--- src/rtl/approx_err_pkg.sv ---
// Shared constants, FSM encoding and S1 payload for the approximate-adder
// error accumulator.
package approx_err_pkg;

  localparam int WIDTH_DEF = 16;
  localparam int CNT_W_DEF = 32;
  localparam int ACC_W_DEF = 48;

  typedef enum logic [1:0] {
    IDLE  = 2'd0,
    RUN   = 2'd1,
    DRAIN = 2'd2,
    DONE  = 2'd3
  } state_t;

  // Sized by the default widths; the top is built with WIDTH/CNT_W at defaults.
  typedef struct packed {
    logic [WIDTH_DEF:0]   ed;
    logic                 nz;
    logic [CNT_W_DEF-1:0] idx;
  } s1_payload_t;

endpackage

--- src/rtl/approx_err_accum_err_dist_calc.sv ---
// Exact sum of the operands and absolute distance to the approximate sum.
module err_dist_calc
  import approx_err_pkg::*;
#(
  parameter int WIDTH = WIDTH_DEF
) (
  input  logic [WIDTH-1:0] op_a,
  input  logic [WIDTH-1:0] op_b,
  input  logic [WIDTH:0]   approx_sum,
  output logic [WIDTH:0]   ed
);

  logic [WIDTH:0]          exact;
  logic signed [WIDTH+1:0] diff;

  assign exact = {1'b0, op_a} + {1'b0, op_b};
  assign diff  = $signed({1'b0, exact}) - $signed({1'b0, approx_sum});
  // The magnitude always fits in WIDTH+1 bits, so negate only the low bits.
  assign ed    = diff[WIDTH+1] ? (~diff[WIDTH:0] + 1'b1) : diff[WIDTH:0];

endmodule

--- src/rtl/approx_err_accum.sv ---
// Run-statistics accumulator for approximate adders: error count, saturating
// sum of error distance, worst-case distance and first failing sample index.
module approx_err_accum
  import approx_err_pkg::*;
#(
  parameter int WIDTH = WIDTH_DEF,
  parameter int CNT_W = CNT_W_DEF,
  parameter int ACC_W = ACC_W_DEF
) (
  input  logic             clk,
  input  logic             rst,
  input  logic             start,
  input  logic [CNT_W-1:0] num_samples,
  input  logic             in_valid,
  output logic             in_ready,
  input  logic [WIDTH-1:0] op_a,
  input  logic [WIDTH-1:0] op_b,
  input  logic [WIDTH:0]   approx_sum,
  output logic             busy,
  output logic             done,
  output logic [CNT_W-1:0] err_count,
  output logic [ACC_W-1:0] sum_ed,
  output logic [WIDTH:0]   max_ed,
  output logic [CNT_W-1:0] first_err_idx,
  output logic             sat
);

  state_t           state;
  logic [CNT_W-1:0] target;
  logic [CNT_W-1:0] accepted;
  logic             accept;
  logic             last_accept;
  logic [WIDTH:0]   ed_p0;
  logic             vld_p1;
  s1_payload_t      s1_p1;
  logic [ACC_W:0]   sum_raw;

  function automatic logic [ACC_W-1:0] sat_clamp(input logic [ACC_W:0] x);
    return x[ACC_W] ? {ACC_W{1'b1}} : x[ACC_W-1:0];
  endfunction

  assign in_ready    = (state == RUN) && (accepted < target);
  assign accept      = in_valid && in_ready;
  assign last_accept = accept && ((accepted + 1'b1) == target);
  assign busy        = (state == RUN) || (state == DRAIN);
  assign done        = (state == DONE);
  assign sum_raw     = {1'b0, sum_ed} + {{(ACC_W-WIDTH){1'b0}}, s1_p1.ed};

  err_dist_calc #(.WIDTH(WIDTH)) u_calc (
    .op_a       (op_a),
    .op_b       (op_b),
    .approx_sum (approx_sum),
    .ed         (ed_p0)
  );

  // S1: payload register, loaded only on accept
  always_ff @(posedge clk) begin
    if (accept) begin
      s1_p1.ed  <= ed_p0;
      s1_p1.nz  <= |ed_p0;
      s1_p1.idx <= accepted;
    end
  end

  // S2: control, counters and result accumulators
  always_ff @(posedge clk or posedge rst) begin
    if (rst) begin
      state         <= IDLE;
      target        <= '0;
      accepted      <= '0;
      vld_p1        <= 1'b0;
      err_count     <= '0;
      sum_ed        <= '0;
      max_ed        <= '0;
      first_err_idx <= '1;
      sat           <= 1'b0;
    end else begin
      vld_p1 <= accept;
      case (state)
        IDLE, DONE: begin
          if (start) begin
            target        <= num_samples;
            accepted      <= '0;
            err_count     <= '0;
            sum_ed        <= '0;
            max_ed        <= '0;
            first_err_idx <= '1;
            sat           <= 1'b0;
            state         <= (num_samples == '0) ? DONE : RUN;
          end
        end
        RUN: begin
          if (accept) accepted <= accepted + 1'b1;
          if (last_accept) state <= DRAIN;
        end
        // DRAIN holds only the last sample in S1; it retires on this edge.
        DRAIN: state <= DONE;
        default: state <= IDLE;
      endcase

      if (vld_p1) begin
        err_count <= err_count + {{(CNT_W-1){1'b0}}, s1_p1.nz};
        sum_ed    <= sat_clamp(sum_raw);
        if (sum_raw[ACC_W]) sat <= 1'b1;
        if (s1_p1.ed > max_ed) max_ed <= s1_p1.ed;
        if (s1_p1.nz && (first_err_idx == '1)) first_err_idx <= s1_p1.idx;
      end
    end
  end

endmodule
--- config.mk ---
export PLATFORM = sky130hd
export DESIGN_NAME = approx_err_accum
export DESIGN_NICKNAME = d
export VERILOG_FILES = /design/src/rtl/approx_err_pkg.sv /design/src/rtl/approx_err_accum_err_dist_calc.sv /design/src/rtl/approx_err_accum.sv
export SDC_FILE = /design/constraint.sdc
export NUM_CORES = 1
export LEC_CHECK = 0
export BUFFER_PORTS_ARGS = -buffer_cell sky130_fd_sc_hd__clkbuf_2
export CAP_MARGIN = 20
export CORE_MARGIN = 4
export CORE_UTILIZATION = 40
export DETAILED_ROUTE_END_ITERATION = 7
export PLACE_DENSITY = 0.58
export SETUP_SLACK_MARGIN = 0.5
export SYNTH_ARGS = -nofsm -noshare
export SYNTH_HDL_FRONTEND = slang
export SYNTH_SLANG_ARGS = --single-unit
--- constraint.sdc ---
create_clock -name clk -period 6.5 [get_ports clk]
set_input_delay 0.65 -clock clk [delete_from_list [all_inputs] [get_ports clk]]
set_output_delay 0.65 -clock clk [all_outputs]
set_load 0.02 [all_outputs]
* Yosys cells after proc, flatten, opt, wreduce, memory -nomap -nowiden
Index checks and enable logic that the tools add are counted.
** Word-level totals
- Input port bits :: 85
- Flip-flop bits (word level) :: 247
- Output and inout bits :: 133
** Operators by class
- Add/sub/neg operators :: 6
- Magnitude comparators :: 2
- Muxes and demuxes :: 26
- Reduce and logical (&&, ||, !) cells :: 16
- Bitwise operators :: 1
- Equality and inequality tests :: 8
** Operators with widths (number)
- $mux W32 :: 8
- $mux W48 :: 4
- $mux W17 :: 5
- $pmux W32 S2 :: 1
- $add A48 B17 Y49 :: 1
- $add A32 B1 Y32 :: 1
- $add A32 B1 Y32 const B :: 1
- $eq A32 B32 Y1 :: 1
- $eq A32 B32 Y1 const B :: 1
- $logic_not A32 Y1 :: 1
- $lt A32 B32 Y1 :: 1
- $sub A17 B17 Y18 :: 1
- $add A16 B16 Y17 :: 1
- $add A17 B1 Y17 const B :: 1
- $gt A17 B17 Y1 :: 1
- $not A17 Y17 :: 1
- $reduce_or A17 Y1 :: 1
- $mux W2 :: 3
- $ne A2 B2 Y1 const B :: 3
- $pmux W2 S3 :: 1
- $reduce_and A2 Y1 :: 3
- $reduce_bool A2 Y1 :: 3
- $eq A2 B2 Y1 const B :: 2
- $logic_and A1 B1 Y1 :: 4
- other kinds (6) :: 9

* Logic depth before layout (Yosys ltp)
- Depth after elaboration :: 6
- Depth in mapped cells :: 17
- Depth with buffers taken out :: 16

* Cells and area by module
From an unflattened synthesis, not the netlist that was laid out.
** Unflattened totals
- Cell total of the unflattened synthesis :: 1699
- Area, all modules :: 15808.9 um^2
** Modules (own cells, without submodules)
- approx_err_accum :: times used 1, area an instance 14067.2 um^2, sequential area each 6471.2 um^2, cells an instance 1458
- err_dist_calc :: times used 1, area an instance 1741.7 um^2, sequential area each 0.0 um^2, cells an instance 241

* Worst setup path before layout
Ideal clock, no wire load.
- Path kind :: in2reg
- From :: input op_a[1]
- To :: register s1_p1[32] in the netlist's numbering, data pin
- Stages :: 14
- Path buffers :: 0
- Setup slack :: 1.489 ns
- Data arrival time :: 4.739 ns
- Cell sequence :: inv_1 fa_1 inv_1 ha_1 a211oi_4 o21ai_2 and3_1 or3_1 a221o_1 o41ai_2 xnor2_1 or4_1 or4b_1 or4_1
** Between the ends
- Longest elaborated chain between the ends :: 6
** RTL lines
- start, declared :: line approx_err_accum.sv:16 : input logic [WIDTH-1:0] op_a,
- $add A16 B16 Y17 (*) :: line approx_err_accum_err_dist_calc.sv:16 : assign exact = {1'b0, op_a} + {1'b0, op_b};
- $sub A17 B17 Y18 (*) :: line approx_err_accum_err_dist_calc.sv:17 : assign diff = $signed({1'b0, exact}) - $signed({1'b0, approx_sum});
- $not A17 Y17 :: line approx_err_accum_err_dist_calc.sv:19 : assign ed = diff[WIDTH+1] ? (~diff[WIDTH:0] + 1'b1) : diff[WIDTH:0];
- $add A17 B1 Y17 :: line approx_err_accum_err_dist_calc.sv:19
- $mux W17 (*) :: line approx_err_accum_err_dist_calc.sv:19
- via ed_p0[13] :: line approx_err_accum.sv:33 : logic [WIDTH:0] ed_p0;
- $reduce_or A17 Y1 (*) :: line approx_err_accum.sv:60 : s1_p1.nz <= |ed_p0;
- end, declared :: line approx_err_accum.sv:35 : s1_payload_t s1_p1;
The timed path passes the listed nets; every way through them passes the cells marked *.
A chain may end at the register's enable or synchronous reset.

* Worst setup path in the final report
- From :: input op_a[6]
- To :: register s1_p1[32] in the netlist's numbering, data pin
The elaborated chain is that of the path after synthesis.

==> out/metrics.cfg <==
[global_routing]
first_global_vias=12500
grt_max_degree=130
antenna_found_initial=0
grt_overflow=0
grt_util_all_layers_pct=19.5
grt_pass1_wl_um=66800

[clock_tree]
cts_resized=0
clkLatencyLatePin_ns=0.55
cts_num_sinks=247
post_cts_buffers=0
cts_tree=yes
cts_made_buffers=29
cts-root-buf=clkbuf_16
clk_pin_slew_ns=0.06
cts_hold_buf=0
h-tree-depth=1
clockBufferDepth=3

[logic_synthesis]
synthFlopType=dfrtp_1
syn_area_um2=15200
ys_warn_count=0
synth_edf_count=50
syn_inst=1627
synth_nets=1821
ys_seq_area_share_pct=42.5
ys_async_sr_fraction_pct=79.8
synth_cell_types=78
ys_ff_latch=247
syn_avg_cell_area_um2=9.36

[timing]
skew_ns=0.00871
setup_violations=0
timing.fmax_mhz=204
hold_ws_ns=0.266
maxSlewHeadroom_pct=37.1
finalHoldViolations=0
rsz0062_at_grt=no
period_minus_slack_ns=4.90
tightestPinTransition_ns=0.943
tns_ns=0
maxSlewViolCount=0
fin_crit_sh_pct=75.3

[run]
drv_cap=0

[pwr]
power.density_nw_per_um2=373
ir_drop_uv=163
p_leak_nw=8.15

[outcome]
status=finished, final reports clean

[worst_setup_path]
worst_setup_path_end_kind=flip-flop
reg2reg_setup_slack_ns=2.08
timing.critical_path.buf_inv=3
crit_type=in -> reg
cp_slowest_cell=fa_1
startpoint_type=input port
required_ns=6.78
slowest_delay_ns=0.52
path_delay_family=compound AO/OA/AOI/OAI gates
crit_chain=clkbuf_2 -> inv_1 -> fa_1 -> inv_1 -> ha_1 -> a21oi_1 -> o22ai_1 -> o41ai_1 -> o31a_2 -> o21a_1 -> o21ai_0 -> xnor2_1 -> or4_1 -> or4b_1 -> or4_1
worstPathMaxFanout=20
crit_arrival_ns=5.18

[layout]
fillers=3649
num_antenna_cells=0
fin_util_pct=47.6
final_nets=2016
area.growth.synth_to_final_pct=17.5
drive_gt1_share_pct=18.7

[detailed_routing]
wl_um=41200
drt_iter0_markers=738
first_pass_iters=5
wl_per_cell_um=17.5
via_count=12900
drcViolationCount=0
routed_via_density=5.45
antenna_left=0

[worst_hold_path]
holdCritPathClass=in -> async

[die]
start_util_pct=40.5
core_area_um2=37600
num_rows=71
die_h_um=203
die_area_um2=41200
fp.dieW_um=203
io_pins=218

[placement]
io_buffers=217
place_congestion=0.867
dpl.hpwl_um=30400

==> cells in the mapped netlist (all sizes together), types with 11 or more instances <==
library cell	count	area share (%)
nor4	17	0.70
xnor2	56	3.2
o31ai	32	1.7
o311ai	16	0.92
or3	13	0.54
ha	92	7.6
and3	27	1.1
fa	17	2.2
nor2	63	1.6
edfxtp	50	9.9
a22oi	11	0.54
or4	13	0.64
o21ai	110	3.6
dfrtp	165	27
dfstp	32	5.5
nor3	21	0.69
o21a	18	0.89
nand4	46	1.9
nand2	179	4.4
a31oi	32	1.3
nand2b	13	0.53
a21oi	54	1.8
mux2i	12	0.79
a21o	25	1.2
o22a	33	1.9
and4	11	0.64
o211ai	35	1.7
clkbuf	63	1.6
nand3	80	2.6
xor2	26	1.5
inv	160	3.9
==> placed cells by master (no fill, tap or decap), drive strengths merged, types with 27 or more instances in the layout <==
master	Yosys	layout
o211ai	35	35
ha	92	92
clkbuf	63	252
nand4	46	46
xnor2	56	56
a21oi	54	54
nand3	80	80
dfrtp	165	165
nor2	63	63
o22a	33	33
inv	160	161
edfxtp	50	50
o21ai	110	110
nand2	179	179
a31oi	32	32
o31ai	32	32
dfstp	32	32
and3	27	27
==> metal layers <==
| layer | wire, um | part of all wire, % | up-vias | global-route usage, % |
|---|---|---|---|---|
| met1 | 20000 | 49 | 6157 | 28.9 |
| li1 | - | - | 6294 | - |
| met5 | 0 | 0 | - | 0 |
| met4 | 906 | 2.2 | 0 | 4.41 |
| met3 | 2300 | 5.6 | 56 | 2.60 |
| met2 | 17900 | 43 | 344 | 30.5 |
==> state kept, by name, indices dropped and copies added (netlist names) <==
signal,cells
sat,1
accepted,32
max_ed,17
first_err_idx,32
sum_ed,48
target,32
vld_p1,1
state,2
err_count,32
s1_p1,50
==> worst paths after layout <==
kind                                       from  depth (start not counted)           endpoint
worst min-delay path                        rst                          2      err_count[24]
max in group asynchronous                   rst                          3         sum_ed[37]
worst max-delay path                    op_a[6]                         15          s1_p1[32]
worst max register to register      accepted[0]                         11           state[0]
min in group clk                num_samples[24]                          3         target[24]
worst min register to register        s1_p1[25]                          1  first_err_idx[25]
==> power breakdown <==
group          switching (mW)  total [mW]  internal [mW]
Clock                   0.661        1.75           1.08
Sequential              0.295        2.26           1.96
Combinational            1.67        2.66          0.988
==> layout make-up <==
class                      instances  area [um^2]  area share (%)
clock buffer                      35          811            4.53
clock inverter                    19          230            1.29
inverter                         160          608            3.40
multi-input combinational       1150         7890            44.1
sequential                       247         6470            36.2
tap                              511          639            3.57
timing repair buffer             234         1230            6.90
==> kinds of logic after synthesis <==
group           count (synthesis)  share of synthesized area (%)
xor+xnor                       83                           4.87
buf+inv                       230                           5.83
compound gates                420                           18.8
mux                            16                           1.08
simple gates                  522                           17.2
flops                         247                           42.5
fa+ha+maj                     109                           9.80
==> through the flow <==
step | std cells | instance area [um^2] | power [mW] | setup slack [ns]
2_1_floorplan | 1627 | 15200 | 4.14 | 0.534
3_3_place_gp | 2299 | 16800 | 4.90 | 1.20
3_5_place_dp | 2299 | 16800 | 4.95 | 1.05
4_1_cts | 2353 | 17800 | 6.74 | 1.65
5_1_grt | 2356 | 17900 | 7.15 | 1.26
6_report | 2356 | 17900 | 6.67 | 1.60
No activity file was read; power rests on OpenSTA's default activity.
